--- src/rtl/palette_ram.sv ---
// Programmable VGA colour palette: RAM-backed index-to-colour lookup with a 1-cycle
// registered read, blanking, and a sequencer that loads the default palette.
module palette_ram #(
    parameter int INDEX_W = 4,
    parameter int COLOR_W = 9
) (
    input  logic               i_clk,
    input  logic               i_rst_n,
    input  logic               i_pix_valid,
    input  logic [INDEX_W-1:0] i_pix_index,
    input  logic               i_blank,
    output logic               o_pix_valid,
    output logic [COLOR_W-1:0] o_color,
    input  logic               i_wr_en,
    input  logic [INDEX_W-1:0] i_wr_addr,
    input  logic [COLOR_W-1:0] i_wr_data,
    output logic               o_wr_ready,
    input  logic               i_reinit,
    output logic               o_init_busy,
    output logic               o_dbg_state
);

    localparam int DEPTH = 2 ** INDEX_W;
    localparam logic [INDEX_W-1:0] LAST = INDEX_W'(DEPTH - 1);

    typedef enum logic {
        ST_INIT = 1'b0,
        ST_RUN  = 1'b1
    } state_e;

    state_e             state_q;
    logic [INDEX_W-1:0] cnt_q;
    logic               busy_q;
    logic               ready_q;
    logic               valid_q;
    logic [COLOR_W-1:0] color_q;
    logic [COLOR_W-1:0] mem_q [DEPTH];

    logic               mem_we_d;
    logic [INDEX_W-1:0] mem_wa_d;
    logic [COLOR_W-1:0] mem_wd_d;

    function automatic logic [COLOR_W-1:0] default_color(input logic [INDEX_W-1:0] idx);
        logic [8:0] c;
        case (int'(idx))
            0:       c = 9'h000;
            1:       c = 9'h00B;
            2:       c = 9'h027;
            3:       c = 9'h078;
            4:       c = 9'h0CF;
            5:       c = 9'h124;
            6:       c = 9'h1C0;
            7:       c = 9'h1CC;
            8:       c = 9'h1E0;
            9:       c = 9'h1E4;
            10:      c = 9'h1E7;
            11:      c = 9'h1F4;
            12:      c = 9'h1F8;
            13:      c = 9'h1FF;
            default: c = 9'h000;
        endcase
        return COLOR_W'(c);
    endfunction

    // Single RAM write port shared by the init sequencer and the host.
    always_comb begin
        mem_we_d = 1'b0;
        mem_wa_d = '0;
        mem_wd_d = '0;
        if (state_q == ST_INIT) begin
            mem_we_d = 1'b1;
            mem_wa_d = cnt_q;
            mem_wd_d = default_color(cnt_q);
        end else if (i_wr_en) begin
            mem_we_d = 1'b1;
            mem_wa_d = i_wr_addr;
            mem_wd_d = i_wr_data;
        end
    end

    always_ff @(posedge i_clk) begin
        if (mem_we_d) begin
            mem_q[mem_wa_d] <= mem_wd_d;
        end
    end

    always_ff @(posedge i_clk or negedge i_rst_n) begin
        if (!i_rst_n) begin
            state_q <= ST_INIT;
            cnt_q   <= '0;
            busy_q  <= 1'b1;
            ready_q <= 1'b0;
        end else begin
            case (state_q)
                ST_INIT: begin
                    // Counter stops at the last entry rather than wrapping.
                    if (cnt_q == LAST) begin
                        state_q <= ST_RUN;
                        busy_q  <= 1'b0;
                        ready_q <= 1'b1;
                    end else begin
                        cnt_q <= cnt_q + 1'b1;
                    end
                end
                ST_RUN: begin
                    if (i_reinit) begin
                        state_q <= ST_INIT;
                        cnt_q   <= '0;
                        busy_q  <= 1'b1;
                        ready_q <= 1'b0;
                    end
                end
                default: begin
                    state_q <= ST_INIT;
                    cnt_q   <= '0;
                    busy_q  <= 1'b1;
                    ready_q <= 1'b0;
                end
            endcase
        end
    end

    // Reads sample the RAM before this edge's write lands (read-before-write).
    always_ff @(posedge i_clk or negedge i_rst_n) begin
        if (!i_rst_n) begin
            valid_q <= 1'b0;
            color_q <= '0;
        end else begin
            valid_q <= i_pix_valid;
            if (i_pix_valid) begin
                color_q <= (i_blank || busy_q) ? '0 : mem_q[i_pix_index];
            end
        end
    end

    assign o_pix_valid = valid_q;
    assign o_color     = color_q;
    assign o_wr_ready  = ready_q;
    assign o_init_busy = busy_q;
    assign o_dbg_state = (state_q == ST_RUN);

endmodule

--- config.mk ---
export PLATFORM = sky130hd
export DESIGN_NAME = palette_ram
export DESIGN_NICKNAME = d
export VERILOG_FILES = /design/src/rtl/palette_ram.sv
export SDC_FILE = /design/constraint.sdc
export NUM_CORES = 1
export LEC_CHECK = 0
export BUFFER_PORTS_ARGS = -buffer_cell sky130_fd_sc_hd__clkbuf_2
export CORE_ASPECT_RATIO = 0.5
export CORE_MARGIN = 5
export CORE_UTILIZATION = 45
export CTS_CLUSTER_SIZE = 28
export DETAILED_ROUTE_END_ITERATION = 10
export SLEW_MARGIN = 20
export SYNTH_ARGS = -nofsm -noshare
export SYNTH_HDL_FRONTEND = slang
export SYNTH_SLANG_ARGS = --single-unit
export TNS_END_PERCENT = 50
--- constraint.sdc ---
create_clock -name i_clk -period 3.84 [get_ports i_clk]
set_input_delay 0.384 -clock i_clk [delete_from_list [all_inputs] [get_ports i_clk]]
set_output_delay 0.384 -clock i_clk [all_outputs]
set_load 0.02 [all_outputs]
## Word level (Yosys, flattened, before mapping)

Memories as Yosys holds them, arrays and structs flattened.
Cells that the tools add are included.

- Bits in registers: 17
- Bits in writable memories: 144
- ROM bits: 144
- Input port bits: 23
- Output and inout port bits: 13
- Word-level logic and storage cells: 38
- Memories kept: 2

- Add/subtract/negate cells: 1
- Equal/unequal tests: 4
- Muxes and demuxes: 21
- Bitwise gates (word level): 1
- Reduce and logical (&&, ||, !) cells: 3

Memory list:

| memory | words | bits a word | read ports | clocked after memory_dff | write ports | line | source |
|---|---|---|---|---|---|---|---|
| (no name shown) | 16 | 9 | 1 | 0 | 0 | 45 | `case (int'(idx))` |
| mem_q | 16 | 9 | 1 | 0 | 1 | 37 | `logic [COLOR_W-1:0] mem_q [DEPTH];` |

Operator list:

| kind | number |
|---|---|
| 9-bit 2-to-1 mux | 3 |
| 4-bit 2-to-1 mux | 4 |
| 1-bit 2-to-1 mux | 10 |
| 4-bit case mux with 2 select lines | 1 |
| 1-bit case mux with 2 select lines | 3 |
| 4-bit by 1-bit adder with 4-bit output (second input constant) | 1 |
| 4-bit equality test (second input constant) | 1 |
| 2-bit inequality test (second input constant) | 2 |
| 2-bit AND reduction | 2 |
| 2-bit by 1-bit inequality test with 1-bit output (second input constant) | 1 |
| 1-bit logical OR | 1 |
| 1-bit NOT | 1 |

## Logic depth before layout (Yosys ltp)

Gate-level depths: netlist (run 1).

- Depth after elaboration: 4
- Depth in mapped cells: 7
- Mapped depth without buffers: 6

## Worst setup path before layout (run 1)

Ideal clock, no wire load.

- Path kind: register to register
- From: register cnt_q[0]
- To: memory mem_q[0][3], data pin
- Setup time: 0.330 ns
- Arrival: 1.928 ns
- Data required time: 3.510 ns
- Path slack: 1.582 ns
- Stages on the path, launching flop included: 7
- Buffers on the path: 1
- Cells stage by stage: dfrtp_1 > clkbuf_1 > inv_1 > ha_1 > a21oi_1 > o21ai_0 > o21ai_0

- Word-level cells in the longest chain between the ends: 2

RTL lines:

| item | line | source |
|---|---|---|
| start, declared | 32 | `logic [INDEX_W-1:0] cnt_q;` |
| start signal, assigned | 102 | `cnt_q <= cnt_q + 1'b1;` |
| memory 16 x 9 bit | - |  |
| 9-bit 2-to-1 mux | 70 | `if (state_q == ST_INIT) begin` |
| net mem_wd_d[3] | 41 | `logic [COLOR_W-1:0] mem_wd_d;` |
| end, declared | 37 |  |

The timed path passes the listed nets, and every way through them passes these cells.

## Final worst setup path (run 1)

- From: register state_q, in the netlist o_dbg_state
- To: memory mem_q[9][8], enable pin

- Word-level cells in the longest chain between the ends: 3
- Elaborated cells between the ends (all ways): 4
- Those cells by class: 4 x mux

RTL lines:

| item | line | source |
|---|---|---|
| start, declared | 31 | `state_e state_q;` |
| start signal, assigned | 89 | `state_q <= ST_INIT;` |
| start signal, assigned | 98 | `state_q <= ST_RUN;` |
| start signal, assigned | 107 | `state_q <= ST_INIT;` |
| 1-bit 2-to-1 mux | 70 |  |
| 1-bit 2-to-1 mux | 82 | `if (mem_we_d) begin` |
| 1-bit 2-to-1 mux (implied by the code) | 83 | `mem_q[mem_wa_d] <= mem_wd_d;` |

Parallel ways exist; a longest one is shown, timed or not.

==> flow_summary.ini, run 1 <==
[clock_network]
clock_latency_ps = 410
clkTransAtPathRegs_ps = 60
cts_sinks = 161
cts-root-buf = clkbuf_16
number_of_buffers_created_by_cts = 17
tritoncts_clock_tree = yes
cts_max_level = 4
clockBufferDepth = 2

[routing]
drcViolationCount = 0
avgViaCountPerCell = 5.80
firstDrtPassIters = 5
detail_route.wirelength_um = 15700
wire_per_inst_um = 24.6
vias = 3705
detail-route-antenna-nets = 0
drtIter0Drc = 333

[finish]
final-instance-count-excl-fill = 639
design.final.nets = 457
final_cell_area_um2 = 7600
ratio_of_cells_with_drive_above_1_in_the_final_layout_pct = 21.5
n_antenna_cell = 0
area_growth_synth_to_finish_pct = 12.4

[timing]
finalHoldViolCount = 0
final-max-slew-violation-count = 0
worst_clock_skew_ps = 10.0
finalSetupTns_ps = 0
max_freq_mhz = 354
slew_headroom_pct = 26.2
layout_worst_path_cycle_share_pct = 73.7
minimum_clock_period_after_layout_ps = 2830
rsz0062_at_grt = no
final-setup-viol-count = 0
worst-slew-pin-transition_ps = 1100
hold-worst-slack_ps = 253

[synth]
synth-seq-cells = 161
yosys.cell_types.count = 44
synth.cell_area_um2 = 6770
synth_nets = 419
syn_area_cell_um2 = 17.3
yosysWarningCount = 0
synthesized_instance_count = 390
synth-seq-area-share_pct = 70.2

[floorplanning]
floorplan.initialDensity_pct = 46.4
dieHeight_um = 96.7
core.rowCount = 31
die-width_um = 183
design.die.area_um2 = 17700
core_area_um2 = 14600
top_level_ports = 36

[global_route]
grt_start_max_net_pins = 35
grt_overflow_total = 0
gr-usage-all-layers_pct = 18.2
initial_antenna_violation_count = 0
grt_pass1_wl_um = 24000
grt_pass1_vias = 3804

[worst_setup_path]
start_kind = register
critical_path_arrival_ps = 2860
cp-end-kind = register
crit_path_cells = and2_1 -> nand3b_1 -> o31a_1 -> nor2_1
slowest_delay_ps = 950
critical_path_class = reg2reg
worst-path-max-fanout = 34
cp.required_ps = 3870
critical_path.slowest_cell = dfrtp_1

[status]
status = finished clean

[place]
globalplace.congestion = 0.829
detailedPlacementHpwl_um = 10500
place_area_um2 = 7060
dp.cells = 606
io_buf_count = 35

[pwr]
total_power_uw = 6530
power_density_nw_per_um2 = 859
power.ir.vdd_worst_mv = 0.595
leakagePower_uw = 0.00269

[job]
max_cap_violations = 0

[hold_path]
worst_hold_path_type = in2reg
-- routing by layer --
metal	vias up	GRT usage [%]	share of wire, %
met4	0	3.89	0.92
met1	1885	29.0	48
li1	1630	-	-
met5	-	0	0
met2	174	25.3	44
met3	16	4.24	7.2
-- timing repair --
item,CTS,global route
endpoints found under the hold margin,16,0
setup buffers,0,0
gates resized for setup,0,0
hold buffers,1,0
-- cells in the mapped netlist (all sizes together) --
cell	instances	share of area, %
nand3b	1	0.11
o221ai	9	1.2
and2b	1	0.13
or4b	1	0.15
o211ai	1	0.11
o22ai	3	0.28
ha	6	1.1
nor2b	1	0.093
and2	2	0.20
inv	15	0.83
nand4bb	1	0.17
buf	15	1.9
nand2	22	1.2
xnor2	1	0.13
a21o	1	0.11
mux4	28	9.9
clkbuf	9	0.81
mux2i	29	4.3
edfxtp	144	64
nand3	1	0.074
nand4b	1	0.13
o21ai	21	1.6
a211oi	1	0.11
nor3	4	0.30
a31oi	5	0.46
nand2b	3	0.28
a221oi	10	1.7
dfstp	1	0.39
o31a	2	0.26
dfrtp	16	5.9
o22a	1	0.13
nor2	24	1.3
o21a	1	0.11
a21oi	9	0.67
-- layout make-up --
class | count | area [µm²]
inverters | 15 | 56.3
flip-flops and latches | 161 | 4750
well taps | 198 | 248
repair buffers | 43 | 238
fillers | 1201 | 6980
clock buffers | 17 | 425
clock inverters | 15 | 108
multi-input cells | 190 | 1780
-- sequential cells by signal, indices dropped and copies added (netlist names) --
name and flops:
o_color 9, o_pix_valid 1, o_dbg_state 1, mem_q 144
cnt_q 4, o_wr_ready 1, o_init_busy 1
-- worst max-delay path, delay by kind of cell, from the launching register on --
family / cells / cell delay (ps)
AO/OA/AOI/OAI: 1 / 170
AND/OR/NAND/NOR: 3 / 1330
flip-flops: 1 / 950
-- cell families (layout without fill, tap and decap cells) --
family	after synthesis	in the layout	synth area share (%)
AOI/OAI and AO/OA	64	64	6.62
buffers and inverters	39	90	3.51
adders and majority gates	6	6	1.11
DFF	161	161	70.2
xor gates and xnor gates	1	1	0.129
muxes	57	57	14.2
and+or+nand+nor	62	62	4.18
-- per-stage QoR --
stage,worst slack [ps],utilization [%]
floorplan,1580,-
global placement,1190,48.4
detailed placement,1080,48.4
CTS,1060,52.1
global route,873,52.1
finish,1010,52.1
-- report_power, final --
part	leakage (µW)	switching [µW]	internal (µW)
Sequential	0.00153	248	2960
Combinational	0.000907	1310	486
Clock	0.000255	690	831
-- cells in the final DEF (no fill, tap or decap), types with 2 or more instances in the layout --
master,synthesis,final
a221oi_1,6,6
o31a_1,2,2
a221oi_2,4,4
a21oi_1,9,9
nor2_1,24,24
buf_4,2,7
clkinv_4,0,2
clkbuf_2,1,35
dfrtp_1,16,16
a31oi_1,5,5
o22ai_1,3,3
nand2b_1,3,3
clkbuf_16,0,17
o221ai_1,9,9
ha_1,6,6
clkinv_1,0,3
edfxtp_1,144,144
o21ai_1,4,4
mux4_1,11,11
clkinvlp_4,0,3
inv_1,15,15
mux4_2,17,17
clkinv_2,0,2
nand2_1,22,22
o21ai_0,17,17
inv_6,0,4
mux2i_1,29,29
nor3_1,4,4
-- worst paths after layout --
path / start / endpoint / slack, ps / cells after the start
min in group asynchronous: i_rst_n / o_wr_ready / 490 / 2
setup / recovery: o_dbg_state / mem_q[9][8] / 1010 / 4
hold / removal: i_reinit / o_init_busy / 250 / 3
max in group asynchronous: i_rst_n / o_init_busy / 2980 / 2
hold reg to reg: o_init_busy / o_init_busy / 550 / 2
setup reg to reg: o_dbg_state / mem_q[9][8] / 1010 / 4
No activity file was read; power rests on OpenSTA's default activity.
==> run 2: changes to the inputs <==
--- a/config.mk
+++ b/config.mk
@@ -5,6 +5,7 @@
 export SDC_FILE = /design/constraint.sdc
 export NUM_CORES = 1
 export LEC_CHECK = 0
+export ABC_AREA = 1
 export BUFFER_PORTS_ARGS = -buffer_cell sky130_fd_sc_hd__clkbuf_2
 export CORE_ASPECT_RATIO = 0.5
 export CORE_MARGIN = 5
==> constraint.sdc (replaced) <==
create_clock -name i_clk -period 2.7 [get_ports i_clk]
set_input_delay 0.27 -clock i_clk [delete_from_list [all_inputs] [get_ports i_clk]]
set_output_delay 0.27 -clock i_clk [all_outputs]
set_load 0.02 [all_outputs]
==> run 2 against run 1 <==
- cell count rose by 61%
- global-route usage up 0.52 points
- sequential share of layout area down 5.8 points
- wire length grew 8.7%
- cell area increased by 10%
- highest routed layer unchanged
- worst hold slack got worse by 160 ps
- sequential power is 39% higher
- power is 50% higher
==> flow_summary.ini, run 2 <==
[status]
status = finished clean

[finish]
multi_input_comb_area_um2 = 1880
final_cell_area_um2 = 8370
fin_util_pct = 51.7
final_cell_mix = nand2_1 (249), edfxtp_1 (144), inv_1 (118), nand3_1 (113), clkbuf_2 (35)
largest_register_ff_count = 144
final.fill_count = 1456
storage_element_area_um2 = 4750
ratio_of_cells_with_drive_above_1_in_the_final_layout_pct = 13.0
area_growth_synth_to_finish_pct = 14.3
n_antenna_cell = 0
most_frequent_standard_cell_in_the_layout_excluding_fill_and_tap_cells = nand2_1
max_flop_register = mem_q
design.final.nets = 818

[global_route]
initial_antenna_violation_count = 0
grt_start_max_net_pins = 73
gr-usage-all-layers_pct = 18.7
grt_pass1_vias = 4769
grt_overflow_total = 0
grt_pass1_wl_um = 26700

[clock_network]
cts_max_level = 4
tritoncts_clock_tree = yes
number_of_buffers_created_by_cts = 17
cts-root-buf = clkbuf_16
cts_sinks = 161
clkTransAtPathRegs_ps = 60
clock_latency_ps = 420
ctsResizeCount = 0
clockBufferDepth = 2

[timing]
final-setup-viol-count = 0
max_freq_mhz = 454
slew_headroom_pct = 51.5
worst_clock_skew_ps = 9.79
minimum_clock_period_after_layout_ps = 2200
finalSetupTns_ps = 0
finalHoldViolCount = 0
layout_worst_path_cycle_share_pct = 81.6
rsz0062_at_grt = no
worst-slew-pin-transition_ps = 725
final-max-slew-violation-count = 0
hold-worst-slack_ps = 91.9

[synth]
yosys.cell_types.count = 30
synth-seq-cells = 161
synth_largest_area_cell = edfxtp_1
post_synth_most_frequent_cells = nand2_1 (249), edfxtp_1 (144), inv_1 (118)
synth_top_area_share_pct = 59.0
synth.cell_area_um2 = 7330
synthesized_instance_count = 738
syn_area_cell_um2 = 9.93
dominant_synthesized_flop_cell = edfxtp_1
ys_async_sr_fraction_pct = 10.6
post-synth-top-count-cell = nand2_1
yosysWarningCount = 0
top_cells_by_area_synth = edfxtp_1 (59%), nand2_1 (13%), nand3_1 (7.7%)
synth-seq-area-share_pct = 64.8
edff_count_synth = 144
synth_nets = 767

[hold_path]
worst_hold_path_type = in2reg
whs_endpoint = o_dbg_state
holdPathStages = 2
hold_path_startpoint = i_reinit

[routing]
drcViolationCount = 0
detail-route-antenna-nets = 0
wire_per_inst_um = 16.6
drtIter0Drc = 575
avgViaCountPerCell = 4.92
detail_route.wirelength_um = 17100
firstDrtPassIters = 4
vias = 5064

[pwr]
power_density_nw_per_um2 = 1170
leakagePower_uw = 0.00379
comb_power_share_pct = 30.3
p_sw_uw = 3530
switching_power_as_a_share_of_total_power_pct = 36.0
clock_power_share_pct = 24.4
power.sequential.fraction_pct = 45.3
cellInternalPower_uw = 6290
power.ir.vdd_worst_mv = 0.778

[worst_setup_path]
reg2reg_depth = 5
reg2reg_from = o_dbg_state
regToRegEndpoint = mem_q[1][8]
setup.worst_path.start = o_dbg_state
start_kind = register
r2r_setup_slack_ps = 500
cp.required_ps = 2750
worst-path-max-fanout = 11
cp-end-kind = register
critical_path_class = reg2reg
critical_path_arrival_ps = 2250

[place]
io_buf_count = 35
globalplace.congestion = 0.871
detailedPlacementHpwl_um = 10800
place_area_um2 = 7760

[floorplanning]
die-width_um = 190
core_area_um2 = 16200
floorplan.initialDensity_pct = 45.3
core.rowCount = 33
dieHeight_um = 100
top_level_ports = 36
design.die.area_um2 = 19100

[job]
max_cap_violations = 0
run 2: cell types whose count changed in the layout (fill, tap and decap cells not counted), moves of 6 or more:
cell      delta
mux4_1      -11
o221ai_1     -9
mux4_2      -17
a221oi_1     -6
nand3_1    +112
buf_4       +16
inv_1      +103
mux2i_1     -29
nand2_1    +227
o21ai_0     -11
run 2: worst max-delay path by stage:
stage / to / slack [ps] / depth (start not counted)
2_1_floorplan: mem_q[0][7] / 210 / 4
3_3_place_gp: mem_q[1][5] / 650 / 5
3_5_place_dp: mem_q[1][7] / 530 / 5
4_1_cts: mem_q[1][1] / 520 / 5
5_1_grt: mem_q[1][2] / 370 / 5
6_report: mem_q[1][8] / 500 / 5
run 2: kinds of logic after synthesis:
group / after synthesis / synth area share (%)
AND/OR/NAND/NOR: 393 / 22.4
flip-flops: 161 / 64.8
buffers and inverters: 155 / 9.60
AO/OA/AOI/OAI: 23 / 2.12
adder cells (fa/ha/maj): 6 / 1.02
run 2: layout make-up:
type | instances | area share, %
flip-flops and latches | 161 | 56.7
repair buffers | 61 | 4.63
clock inverters | 15 | 1.97
clock buffers | 17 | 5.08
multi-input cells | 422 | 22.5
well taps | 227 | 3.39
inverters | 126 | 5.71
run 2: layer usage:
metal | share of wire [%] | global-route usage (%)
met3 | 8.5 | 3.93
met2 | 42 | 26.4
met5 | 0 | 0
met1 | 48 | 28.9
met4 | 1.8 | 5.85
run 2: worst max-delay path, cell delays in order, from the launching register on:
cell and delay, ps:
dfrtp_1 500, nand2_1 100, inv_1 180, a21oi_1 340
nand2_2 130, nor2_1 590
run 2: metrics by stage:
step	worst slack, ps	total power (µW)	instances
after floorplan	206	6130	738
after global placement	649	7390	995
after detailed placement	534	7470	995
after CTS	522	9860	1029
after global routing	371	10400	1029
final	498	9820	1029
run 2: what timing repair did:
item	CTS	global route
hold buffers	2	0
buffers inserted	0	0
hold endpoints to repair	17	0
run 2: power groups by stage:
stage          clock network [µW]  registers, µW  logic (µW)
3_5_place_dp                    0           4500        2970
2_1_floorplan                   0           4490        1640
4_1_cts                      2420           4450        2990
5_1_grt                      2550           4510        3300
6_report                     2400           4450        2980
3_3_place_gp                    0           4480        2910
